`config.mk`:
```
export PLATFORM = sky130hd
export DESIGN_NAME = snake_ps2_direction
export DESIGN_NICKNAME = d
export VERILOG_FILES = /design/src/rtl/snake_ps2_direction.sv
export SDC_FILE = /design/constraint.sdc
export NUM_CORES = 1
export LEC_CHECK = 0
export ABC_AREA = 1
export BUFFER_PORTS_ARGS = -buffer_cell sky130_fd_sc_hd__buf_2
export CAP_MARGIN = 10
export CORE_MARGIN = 2
export CORE_UTILIZATION = 50
export CTS_CLUSTER_DIAMETER = 150
export DETAILED_ROUTE_END_ITERATION = 8
export GPL_ROUTABILITY_DRIVEN = 1
export PLACE_DENSITY = 0.68
export SLEW_MARGIN = 0
export SYNTH_ARGS = -nofsm -noshare
export SYNTH_HDL_FRONTEND = slang
export SYNTH_SLANG_ARGS = --single-unit
```
`constraint.sdc`:
```
create_clock -name i_Clk -period 2.2 [get_ports i_Clk]
set_input_delay 0.22 -clock i_Clk [delete_from_list [all_inputs] [get_ports i_Clk]]
set_output_delay 0.22 -clock i_Clk [all_outputs]
set_load 0.005 [all_outputs]
```
`src/rtl/snake_ps2_direction.sv`:
```
// PS/2 device-to-host receiver with arrow/WASD decoding into a held one-hot
// direction for the snake game top level.
module snake_ps2_direction #(
   parameter int unsigned CLK_FREQ      = 106470000,
   parameter int unsigned TIMEOUT_US    = 1000,
   parameter logic [3:0]  INIT_DIR      = 4'b0001,
   parameter bit          ALLOW_REVERSE = 1'b0
) (
   input  logic       i_Clk,
   input  logic       i_Rst,
   input  logic       i_PS2Clk,
   input  logic       i_PS2Data,
   output logic [3:0] o_Direction,
   output logic       o_DirValid,
   output logic [7:0] o_ScanCode,
   output logic       o_ScanValid,
   output logic       o_FrameErr
);

   localparam int unsigned TIMEOUT_CYC = CLK_FREQ / 1000000 * TIMEOUT_US;
   localparam int unsigned TW          = $clog2(TIMEOUT_CYC + 1);

   typedef enum logic [1:0] {S_IDLE, S_DATA, S_PARITY, S_STOP} state_t;

   state_t          r_State, w_NextState;
   logic [1:0]      r_ClkSync, r_DataSync;
   logic            r_ClkPrev, r_Strobe, r_SData;
   logic [2:0]      r_BitCnt, w_NextBitCnt;
   logic [7:0]      r_Shift, w_NextShift;
   logic            r_Parity, w_NextParity;
   logic [TW-1:0]   r_Timer, w_NextTimer;
   logic            w_ScanLoad, w_FrameErr;
   logic [7:0]      r_ScanCode;
   logic            r_ScanValid, r_FrameErr;
   logic            r_Ext, r_Brk;
   logic [3:0]      r_Dir;
   logic            r_DirValid;
   logic [3:0]      w_MapDir, w_Opposite;
   logic            w_Mapped, w_Accept;

   // Strobe is registered so the paired data sample is the synchronised value
   // present at the falling edge.
   always_ff @(posedge i_Clk or posedge i_Rst) begin
      if (i_Rst) begin
         r_ClkSync  <= '1;
         r_DataSync <= '1;
         r_ClkPrev  <= 1'b1;
         r_Strobe   <= 1'b0;
         r_SData    <= 1'b1;
      end else begin
         r_ClkSync  <= {r_ClkSync[0], i_PS2Clk};
         r_DataSync <= {r_DataSync[0], i_PS2Data};
         r_ClkPrev  <= r_ClkSync[1];
         r_Strobe   <= r_ClkPrev & ~r_ClkSync[1];
         r_SData    <= r_DataSync[1];
      end
   end

   always_ff @(posedge i_Clk or posedge i_Rst) begin
      if (i_Rst) begin
         r_State     <= S_IDLE;
         r_BitCnt    <= '0;
         r_Shift     <= '0;
         r_Parity    <= 1'b0;
         r_Timer     <= '0;
         r_ScanCode  <= '0;
         r_ScanValid <= 1'b0;
         r_FrameErr  <= 1'b0;
      end else begin
         r_State     <= w_NextState;
         r_BitCnt    <= w_NextBitCnt;
         r_Shift     <= w_NextShift;
         r_Parity    <= w_NextParity;
         r_Timer     <= w_NextTimer;
         r_ScanValid <= w_ScanLoad;
         r_FrameErr  <= w_FrameErr;
         if (w_ScanLoad) r_ScanCode <= r_Shift;
      end
   end

   always_comb begin
      w_NextState  = r_State;
      w_NextBitCnt = r_BitCnt;
      w_NextShift  = r_Shift;
      w_NextParity = r_Parity;
      w_NextTimer  = '0;
      w_ScanLoad   = 1'b0;
      w_FrameErr   = 1'b0;
      if (r_State != S_IDLE && !r_Strobe) begin
         if (r_Timer == TW'(TIMEOUT_CYC - 1)) begin
            w_FrameErr  = 1'b1;
            w_NextState = S_IDLE;
         end else begin
            w_NextTimer = r_Timer + 1'b1;
         end
      end
      if (r_Strobe) begin
         case (r_State)
            S_IDLE: begin
               if (!r_SData) begin
                  w_NextState  = S_DATA;
                  w_NextBitCnt = '0;
               end
            end
            S_DATA: begin
               w_NextShift  = {r_SData, r_Shift[7:1]};
               w_NextBitCnt = r_BitCnt + 1'b1;
               if (r_BitCnt == 3'd7) w_NextState = S_PARITY;
            end
            S_PARITY: begin
               w_NextParity = r_SData;
               w_NextState  = S_STOP;
            end
            S_STOP: begin
               if (r_SData && (^{r_Shift, r_Parity})) w_ScanLoad = 1'b1;
               else                                   w_FrameErr = 1'b1;
               w_NextState = S_IDLE;
            end
            default: w_NextState = S_IDLE;
         endcase
      end
   end

   always_comb begin
      w_MapDir = '0;
      w_Mapped = 1'b0;
      case ({r_Ext, r_ScanCode})
         {1'b1, 8'h75}: begin w_MapDir = 4'b1000; w_Mapped = 1'b1; end
         {1'b1, 8'h72}: begin w_MapDir = 4'b0100; w_Mapped = 1'b1; end
         {1'b1, 8'h6B}: begin w_MapDir = 4'b0010; w_Mapped = 1'b1; end
         {1'b1, 8'h74}: begin w_MapDir = 4'b0001; w_Mapped = 1'b1; end
         {1'b0, 8'h1D}: begin w_MapDir = 4'b1000; w_Mapped = 1'b1; end
         {1'b0, 8'h1B}: begin w_MapDir = 4'b0100; w_Mapped = 1'b1; end
         {1'b0, 8'h1C}: begin w_MapDir = 4'b0010; w_Mapped = 1'b1; end
         {1'b0, 8'h23}: begin w_MapDir = 4'b0001; w_Mapped = 1'b1; end
         default: ;
      endcase
      w_Opposite = {r_Dir[2], r_Dir[3], r_Dir[0], r_Dir[1]};
      w_Accept   = !r_Brk && w_Mapped && (w_MapDir != r_Dir) &&
                   (ALLOW_REVERSE || (w_MapDir != w_Opposite));
   end

   always_ff @(posedge i_Clk or posedge i_Rst) begin
      if (i_Rst) begin
         r_Ext      <= 1'b0;
         r_Brk      <= 1'b0;
         r_Dir      <= INIT_DIR;
         r_DirValid <= 1'b0;
      end else begin
         r_DirValid <= 1'b0;
         if (r_ScanValid) begin
            if (r_ScanCode == 8'hE0) begin
               r_Ext <= 1'b1;
            end else if (r_ScanCode == 8'hF0) begin
               r_Brk <= 1'b1;
            end else begin
               r_Ext <= 1'b0;
               r_Brk <= 1'b0;
               if (w_Accept) begin
                  r_Dir      <= w_MapDir;
                  r_DirValid <= 1'b1;
               end
            end
         end
      end
   end

   assign o_Direction = r_Dir;
   assign o_DirValid  = r_DirValid;
   assign o_ScanCode  = r_ScanCode;
   assign o_ScanValid = r_ScanValid;
   assign o_FrameErr  = r_FrameErr;

endmodule

```
# Word level (Yosys, flattened, before mapping)
# Index checks and enable logic that the tools add are counted.
[word_totals]
ff_bits = 55
in_bits = 4
out_inout_bits = 15
word_cells = 91
[op_classes]
n_addsub = 2
n_eq_ne = 19
muxes = 27
bitwise_logic = 4
n_reduce_logical = 22
[op_table]
columns = ["op", "count"]
rows = [
  ["equality test 9 bit, second input constant", 4],
  ["2-to-1 mux 17 bit", 2],
  ["equality test 9 x 5 -> 1 bit, second input constant", 3],
  ["adder 17 x 1 -> 17 bit, second input constant", 1],
  ["equality test 17 bit, second input constant", 1],
  ["equality test 8 bit, second input constant", 2],
  ["2-to-1 mux 1 bit", 16],
  ["case mux 4 bit (4 select lines)", 1],
  ["2-to-1 mux 2 bit", 5],
  ["equality test 9 x 6 -> 1 bit, second input constant", 1],
  ["parity 9 bit", 1],
  ["!= test 4 bit", 2],
  ["case mux 2 bit (4 select lines)", 1],
  ["AND reduction 2 bit", 4],
  ["OR reduction 2 bit", 4],
  ["OR reduction 8 bit", 1],
  ["case mux 3 bit (2 select lines)", 1],
  ["logical AND 1 bit", 5],
  ["equality test 2 bit, second input constant", 2],
  ["!= test 2 bit, second input constant", 2],
  ["AND reduction 4 bit", 1],
  ["nonzero test 2 bit", 2],
  ["adder 3 x 1 -> 3 bit, second input constant", 1],
  ["equality test 3 bit, second input constant", 1],
  ["other kinds (7)", 10],
]

# Logic depth before layout (Yosys ltp)
# Gate-level depths: netlist (run 1).
[logic_depth]
word_depth = 10
depth_mapped = 14

# Worst setup path after synthesis (run 1)
# OpenSTA, ideal clock, no wires.
[synth_timing]
path_type = "reg2reg"
from = "register r_ScanCode[3] (netlist: o_ScanCode[3])"
to = "register r_Dir[3] (netlist: o_Direction[3])"
t_arrival_ns = 1.406
slack_ns = 0.677
path_stages_with_launch = 11
path_buffers = 0
synth_period_minus_slack_ns = 1.523
cell_sequence = "dfrtp_1 > inv_1 > nand2_1 > nor2_1 > nand2_1 > nand2_1 > nor2_1 > a21oi_4 > nand3_1 > nand2_1 > nand2_1"
[synth_between]
elab_chain_cells = 7
elab_cells_between_ends = 25
cone_classes = "eq/ne: 12; mux: 2; bitwise: 2; reduce/logical: 9"
[synth_lines]
columns = ["item", "line_no", "rtl"]
rows = [
  ["start, declared", "33", "logic [7:0] r_ScanCode;"],
  ["start signal, assigned", "77", "if (w_ScanLoad) r_ScanCode <= r_Shift;"],
  ["equality test 9 x 6 -> 1 bit (tied with other cells)", "127", "case ({r_Ext, r_ScanCode})"],
  ["OR reduction 2 bit (no line) or OR reduction 8 bit (tied branches)", "-", ""],
  ["case mux 4 bit (4 select lines) or 2-to-1 mux 1 bit (tied branches)", "127", ""],
  ["!= test 4 bit or logical AND 1 bit (tied branches)", "139", "w_Accept = !r_Brk && w_Mapped && (w_MapDir != r_Dir) &&"],
  ["logical AND 1 bit (2 in a row)", "139", ""],
  ["AND reduction 4 bit (no line)", "-", ""],
  ["end signal, assigned", "160", "r_Dir <= w_MapDir;"],
  ["end, declared", "36", "logic [3:0] r_Dir;"],
]
# Several ways; a longest one is shown, not always the timed one.
# A chain may end at the register's enable or synchronous reset.

# Worst setup path in the final report (run 1)
# Ends and elaborated chain as after synthesis.

==> reports/metrics.csv, run 1 <==
metric,value,unit
final WL,5290,um
reg2reg start,o_ScanCode[3]$_DFFE_PP0P_,
Yosys reg bits,55,
pin count of the biggest net entering global routing,34,
PortBufs,18,
Row Count,27,
Final ANT Viol Nets,0,
number of vias per cell,5.03,
critical path startpoint,o_ScanCode[3]$_DFFE_PP0P_,
CORE AREA,5510,sq um
gr usage total,19.2,%
"slowest stage cell, crit path",dfrtp_1,
Slew @ Worst Pin,0.711,ns
number of global-route vias before repair,2286,
Final period util,78.1,%
DRC errors left,0,
Avg WL per Cell,11.4,um
fraction of layout cells with a size suffix above 1,14.9,%
RePlAce Congestion,0.894,
Root Driver,clkbuf_8,
ANT cells,0,
PD cells,720,nW/um^2
Setup CP Type,reg2reg,
CP Depth,10,
clock buffer depth,2,
CP top delay family,simple AND/OR/NAND/NOR gates,
met2 usage,33.2,%
Leak,1.62,nW
required time of the critical path,2.41,ns
H-Tree Depth,2,
CTS Sinks,55,
Post-CTS Setup Bufs,0,
Tmin final,1.72,ns
CP peak stage delay,0.43,ns
RSZ-0062 raised after global routing,no,
Synth cell types,33,
clk_skew,0.00698,ns
"CTS clk-pin slew, worst paths",0.11,ns
setup TNS,0,ns
Post-CTS Resized,0,
max_slew headroom,52.5,%
GRT Max-Usage Layer,met2,
met1 usage in global routing,24.7,%
Top Ports,19,
M3 GR Usage,3.96,%
NumNets Final,396,
CP cell instances,inv_1 -> nand2_1 -> nor2_1 -> nand2_1 -> nand2_1 -> nor2_1 -> a21oi_4 -> nand3_1 -> nand2_1 -> nand2_1,
worst-path fanout max,6,
die width,79.7,um
pins over their slew limit,0,
Synthesis Warnings,0,
Starting Density,52.1,%
critical path's most frequent cell,nand2_1,
clock latency at the later pin of the worst-skew pair,0.31,ns
TritonCTS clock tree,yes,
die area,6350,sq um
status,completed,
syn nets,369,
gr ovfl total,0,
Mapped Cells,362,
HPWL Detailed,3960,um
VDD IR-drop max,0.594,mV
worst endpoint data arrival time,1.93,ns
Reg-to-Reg End,o_Direction[3]$_DFFE_PP0P_,
chip height,79.7,um
Power Total,2.29,mW
Setup crit end,o_Direction[3]$_DFFE_PP0P_,
Pre-antenna DRT Iters,4,
Synth-to-Final Area Change,11.0,%
Num CTS Buffers,5,
Max-cap violations,0,
antenna violations before repair,0,
Crit. End Element,flip-flop,
"Hold Vio Cnt, Final",0,
WP buf/inv,1,
mean post-synth cell area,7.92,sq um
"setup slack, reg-to-reg",0.48,ns
Final Setup Violations,0,
total number of vias,2324,
startpoint types,flip-flop,
detailed router's first-iteration violation count,97,
reg2reg path depth,10,
first-pass GRT wire length,9890,um
f_max,582,MHz
min-delay worst type,in2async,
Netlist Area Pre-Place,2870,sq um
sequential-to-total area share from yosys stat,48.3,%
==> cells in the final DEF, fill, tap and decap left out, types with 2 or more instances in the layout <==
cell / n
xor2_1: 7
xnor2_1: 5
nand3_2: 3
a31oi_1: 3
inv_2: 2
o21ai_0: 5
a22o_1: 2
nand3_1: 29
dlygate4sd3_1: 2
dfrtp_1: 48
nor2_1: 41
nand4_1: 14
o21a_1: 2
clkbuf_8: 5
a21oi_1: 7
nor2_4: 2
ha_1: 3
nor3_2: 2
inv_1: 46
buf_2: 18
nor2_2: 5
nand2_1: 110
nor3_1: 2
nand2_2: 5
dfstp_2: 7
==> cells by family (layout without fill, tap and decap cells) <==
| kind of cell | Yosys count | count (layout) | synth area share, % |
|---|---|---|---|
| AO/OA/AOI/OAI | 22 | 22 | 4.89 |
| flip-flops | 55 | 55 | 48.3 |
| buffers and inverters | 51 | 79 | 6.68 |
| XOR/XNOR | 12 | 12 | 3.67 |
| adder cells (fa/ha/maj) | 3 | 3 | 1.31 |
| AND/OR/NAND/NOR | 219 | 219 | 35.1 |
==> synthesized netlist by cell type <==
cell | n | area share (%)
a21oi_1 | 7 | 1.2
inv_2 | 1 | 0.13
clkinv_1 | 1 | 0.13
nand3_2 | 3 | 1.0
a21oi_4 | 1 | 0.57
xor2_1 | 7 | 2.1
nand2_2 | 5 | 1.1
nor3_1 | 2 | 0.35
nand2_4 | 1 | 0.39
nand4_1 | 14 | 3.1
o21ai_0 | 5 | 0.87
a31oi_1 | 3 | 0.65
ha_1 | 3 | 1.3
inv_1 | 47 | 6.2
nand3b_1 | 1 | 0.26
dfstp_2 | 7 | 6.4
xnor2_1 | 5 | 1.5
o21ai_1 | 1 | 0.17
nand3_1 | 29 | 5.1
nor2_1 | 41 | 5.4
nor2_4 | 2 | 0.79
nor4_2 | 1 | 0.44
nor3_2 | 2 | 0.70
o21a_1 | 2 | 0.52
clkbuf_1 | 2 | 0.26
a22o_1 | 2 | 0.61
nor2_2 | 5 | 1.1
dfrtp_1 | 48 | 42
nor3b_1 | 1 | 0.26
nand3_4 | 1 | 0.61
or2_1 | 1 | 0.22
nand2_1 | 110 | 14
o211ai_1 | 1 | 0.26
==> how the worst min path moves through the flow <==
stage | startpoint | depth (start not counted) | end
2_1_floorplan | i_PS2Clk | 0 | r_ClkSync[0]$_DFF_PP1_
6_report | i_Rst | 2 | r_Timer[11]$_DFF_PP0_
3_5_place_dp | i_PS2Data | 1 | r_DataSync[0]$_DFF_PP1_
3_3_place_gp | i_PS2Clk | 1 | r_ClkSync[0]$_DFF_PP1_
5_1_grt | i_Rst | 2 | r_Timer[11]$_DFF_PP0_
4_1_cts | i_Rst | 2 | r_Timer[11]$_DFF_PP0_
==> routing by layer <==
layer	wire, um	vias to the layer above	part of all wire [%]
li1	-	1206	-
met1	2590	1090	49
met2	2550	26	48
met3	135	2	2.6
met4	15	0	0.28
met5	0	-	0
==> flip-flops by register name, indices dropped and copies added, names as in the netlist, 2 cells and up <==
register,count
r_Timer,17
o_ScanCode,8
r_Shift,8
o_Direction,4
r_BitCnt,3
r_ClkSync,2
r_DataSync,2
r_State,2
==> per-stage QoR <==
step	area [sq um]	setup WS [ns]	std cells	utilization, %	hold WS, ns
after global placement	3070	0.545	452	55.7	0.325
after detailed placement	3070	0.506	452	55.7	0.326
after global routing	3180	0.194	462	57.8	0.0675
final	3180	0.482	462	57.8	0.0117
after CTS	3180	0.487	462	57.8	0.0300
after floorplan	2870	0.649	362	-	0.224
==> layout make-up <==
| cell class | count | area [sq um] |
|---|---|---|
| clock buffers | 5 | 68.8 |
| clock inverters | 3 | 27.5 |
| fillers | 499 | 2320 |
| inverters | 49 | 184 |
| multi-input cells | 256 | 1290 |
| flip-flops and latches | 55 | 1390 |
| well taps | 72 | 90.1 |
| repair buffers | 22 | 138 |
==> timing repair <==
| item | CTS | global route |
|---|---|---|
| hold buffers | 2 | 0 |
| setup endpoints to repair | 0 | 0 |
| endpoints found under the hold margin | 2 | 0 |
==> power breakdown <==
part	internal [mW]	switching (mW)
clock network	0.234	0.351
registers	1.10	0.0916
logic	0.190	0.323
total	1.53	0.765
Note: power is estimated with default switching activity, not from simulation.
==> inputs of run 2 (changes only) <==
--- a/config.mk
+++ b/config.mk
@@ -5,7 +5,7 @@
 export SDC_FILE = /design/constraint.sdc
 export NUM_CORES = 1
 export LEC_CHECK = 0
-export ABC_AREA = 1
+export ABC_AREA = 0
 export BUFFER_PORTS_ARGS = -buffer_cell sky130_fd_sc_hd__buf_2
 export CAP_MARGIN = 10
 export CORE_MARGIN = 2
==> constraint.sdc (replaced) <==
create_clock -name i_Clk -period 1.7 [get_ports i_Clk]
set_input_delay 0.17 -clock i_Clk [delete_from_list [all_inputs] [get_ports i_Clk]]
set_output_delay 0.17 -clock i_Clk [all_outputs]
set_load 0.005 [all_outputs]
==> run 2 against run 1 <==
  * The run now ends with negative setup slack left
  * Critical path depth decreased by 4
  * Flip-flop and latch count unchanged
  * Critical endpoint is now o_Direction[0]$_DFFE_PP1P_
  * Via count decreased by 21%
  * Largest power group unchanged
  * Utilization increased by 7.0 points
  * Worst setup slack got worse by 0.88 ns
==> reports/metrics.csv, run 2 <==
metric,value,unit
largest area contributor in the netlist,dfrtp_1,
startpoint types,flip-flop,
routed metal-1 wirelength,2160,um
gr ovfl total,0,
met2 routed WL,2380,um
mean post-synth cell area,11.6,sq um
final design utilization,64.8,%
Final Setup Violations,14,
Crit. End Element,flip-flop,
Avg WL per Cell,13.3,um
die width,75.6,um
RSZ-0062 raised after global routing,yes,
Tmin final,2.10,ns
pin count of the biggest net entering global routing,26,
CTS Sinks,55,
number of global-route vias before repair,1774,
Synth-to-Final Area Change,27.5,%
clock buffer depth,2,
Fillers,400,
"CTS clk-pin slew, worst paths",0.10,ns
gr usage total,18.2,%
most numerous cell in the Yosys netlist,dfrtp_1,
metal3 WL,126,um
"commonest non-fill, non-tap cell in the layout",dfrtp_1,
worst-path fanout max,5,
Max-cap violations,0,
first-pass GRT wire length,7970,um
f_max,476,MHz
max_slew headroom,63.7,%
DRC errors left,0,
NumNets Final,292,
status,finished with violations,
VDD IR-drop max,0.692,mV
Row Count,26,
Pre-antenna DRT Iters,4,
antenna violations before repair,0,
syn nets,228,
pins over their slew limit,0,
final WL,4720,um
fraction of registers with async set or reset after synthesis,100,%
ANT cells,0,
failing checks,negative setup slack,
required time of the critical path,1.94,ns
dpl cells,344,
clk_skew,0.00847,ns
Place WS,-0.583,ns
H-Tree Depth,2,
Slew @ Worst Pin,0.544,ns
die area,5720,sq um
fraction of layout cells with a size suffix above 1,35.3,%
worst endpoint data arrival time,2.34,ns
number of synthesized flops with an enable pin,0,
chip height,75.6,um
Root Driver,clkbuf_8,
Setup CP Type,reg2reg,
Synth cell types,40,
min-delay worst type,reg2reg,
Yosys reg bits,55,
CORE AREA,5040,sq um
Synth top area share,46.9,%
area of the multi-input gates,1180,sq um
Synthesis Warnings,0,
"Hold Vio Cnt, Final",0,
largest cells by area after synthesis,"dfrtp_1 47%, dfstp_2 7.2%, mux2_2 6.6%",
Final period util,124,%
Power Total,3.74,mW
Top Ports,19,
RePlAce Congestion,0.809,
top routing layer in use,met4,
Num CTS Buffers,5,
detailed router's first-iteration violation count,66,
Netlist Area Pre-Place,2560,sq um
Leak,1.52,nW
hold_ws,0.359,ns
PortBufs,18,
Post-synth top cells,"48 x dfrtp_1, 26 x nor2_1, 16 x xnor2_1, 15 x mux2_2, 14 x nand3_1",
Final ANT Viol Nets,0,
total number of vias,1847,
number of vias per cell,5.19,
PD cells,1140,nW/um^2
Biggest register,r_Timer,
number of flip-flops in the largest register,17,
clock latency at the later pin of the worst-skew pair,0.30,ns
HPWL Detailed,3460,um
sequential-to-total area share from yosys stat,54.0,%
Main synth FF type,dfrtp_1,
Mapped Cells,221,
TritonCTS clock tree,yes,
FF/Latch Area,1390,sq um
most frequent cells in the layout,"46 x dfrtp_1, 37 x buf_4, 25 x nor2_1, 18 x buf_2, 16 x xnor2_1",
Starting Density,50.8,%
PnR worst setup slack,-0.401,ns
Post-Layout Cell Count,356,
run 2: changes by cell type after synthesis, sizes merged, moves of 4 or more:
cell | previous run | this run
a21oi | 8 | 3
nand4 | 14 | 4
nand2 | 116 | 10
and3 | 0 | 4
xnor2 | 5 | 17
nor2 | 48 | 27
inv | 48 | 8
mux2 | 0 | 15
nand3 | 33 | 14
xor2 | 7 | 11
run 2: worst paths after layout:
check,slack (ns),to,start,cells past startpoint
hold / removal,0.36,r_DataSync[1]$_DFF_PP1_,r_DataSync[0]$_DFF_PP1_,0
hold reg to reg,0.36,r_DataSync[1]$_DFF_PP1_,r_DataSync[0]$_DFF_PP1_,0
min in group asynchronous,0.44,o_DirValid$_DFF_PP0_,i_Rst,3
setup reg to reg,-0.40,o_Direction[0]$_DFFE_PP1P_,o_ScanCode[5]$_DFFE_PP0P_,6
setup / recovery,-0.40,o_Direction[0]$_DFFE_PP1P_,o_ScanCode[5]$_DFFE_PP0P_,6
max in group asynchronous,0.67,r_ClkPrev$_DFF_PP1_,i_Rst,4
run 2: what timing repair did:
item,CTS,global route
endpoints found under the hold margin,24,0
hold buffers,3,0
resized for setup,2,4
endpoints found under the setup margin,14,32
buffers inserted,2,1
pin swaps,1,1
run 2: kinds of logic after synthesis:
group | count (synthesis) | share of synthesized area, %
fa+ha+maj | 3 | 1.46
compound gates | 24 | 7.27
mux | 18 | 7.76
simple gates | 79 | 16.3
buf+inv | 13 | 1.95
flops | 55 | 54.0
xor+xnor | 29 | 11.2
run 2: worst max-delay path, cell delays in order (launching register included):
cell and delay [ns]:
dfrtp_2 0.45, nor4b_4 0.29, mux2i_1 0.11, or4_4 0.47, xnor2_4 0.17, o311ai_4 0.33, mux2i_1 0.22
run 2: final cells by class:
class | count | area share (%)
timing repair buffer | 62 | 14.4
inverter | 8 | 0.918
multi-input combinational | 153 | 36.0
sequential | 55 | 42.4
clock inverter | 2 | 1.07
tap | 70 | 2.68
clock buffer | 6 | 2.53
run 2: report_power, final:
group	leakage, nW	switching, mW	internal, mW
registers	0.719	0.164	1.50
clock network	0.0612	0.404	0.477
logic	0.736	0.503	0.686
total	1.52	1.07	2.67
run 2: per-stage QoR:
stage          TNS [ns]  cell area [sq um]
3_3_place_gp      -3.72               3090
3_5_place_dp      -4.58               3090
6_report          -3.95               3270
2_1_floorplan     -3.25               2600
4_1_cts           -3.90               3250
5_1_grt           -6.13               3270
run 2: metal layers:
layer,vias up,track usage [%]
met5,-,0
met1,895,24.4
li1,906,-
met2,39,30.2
met4,0,4.87
met3,7,4.10
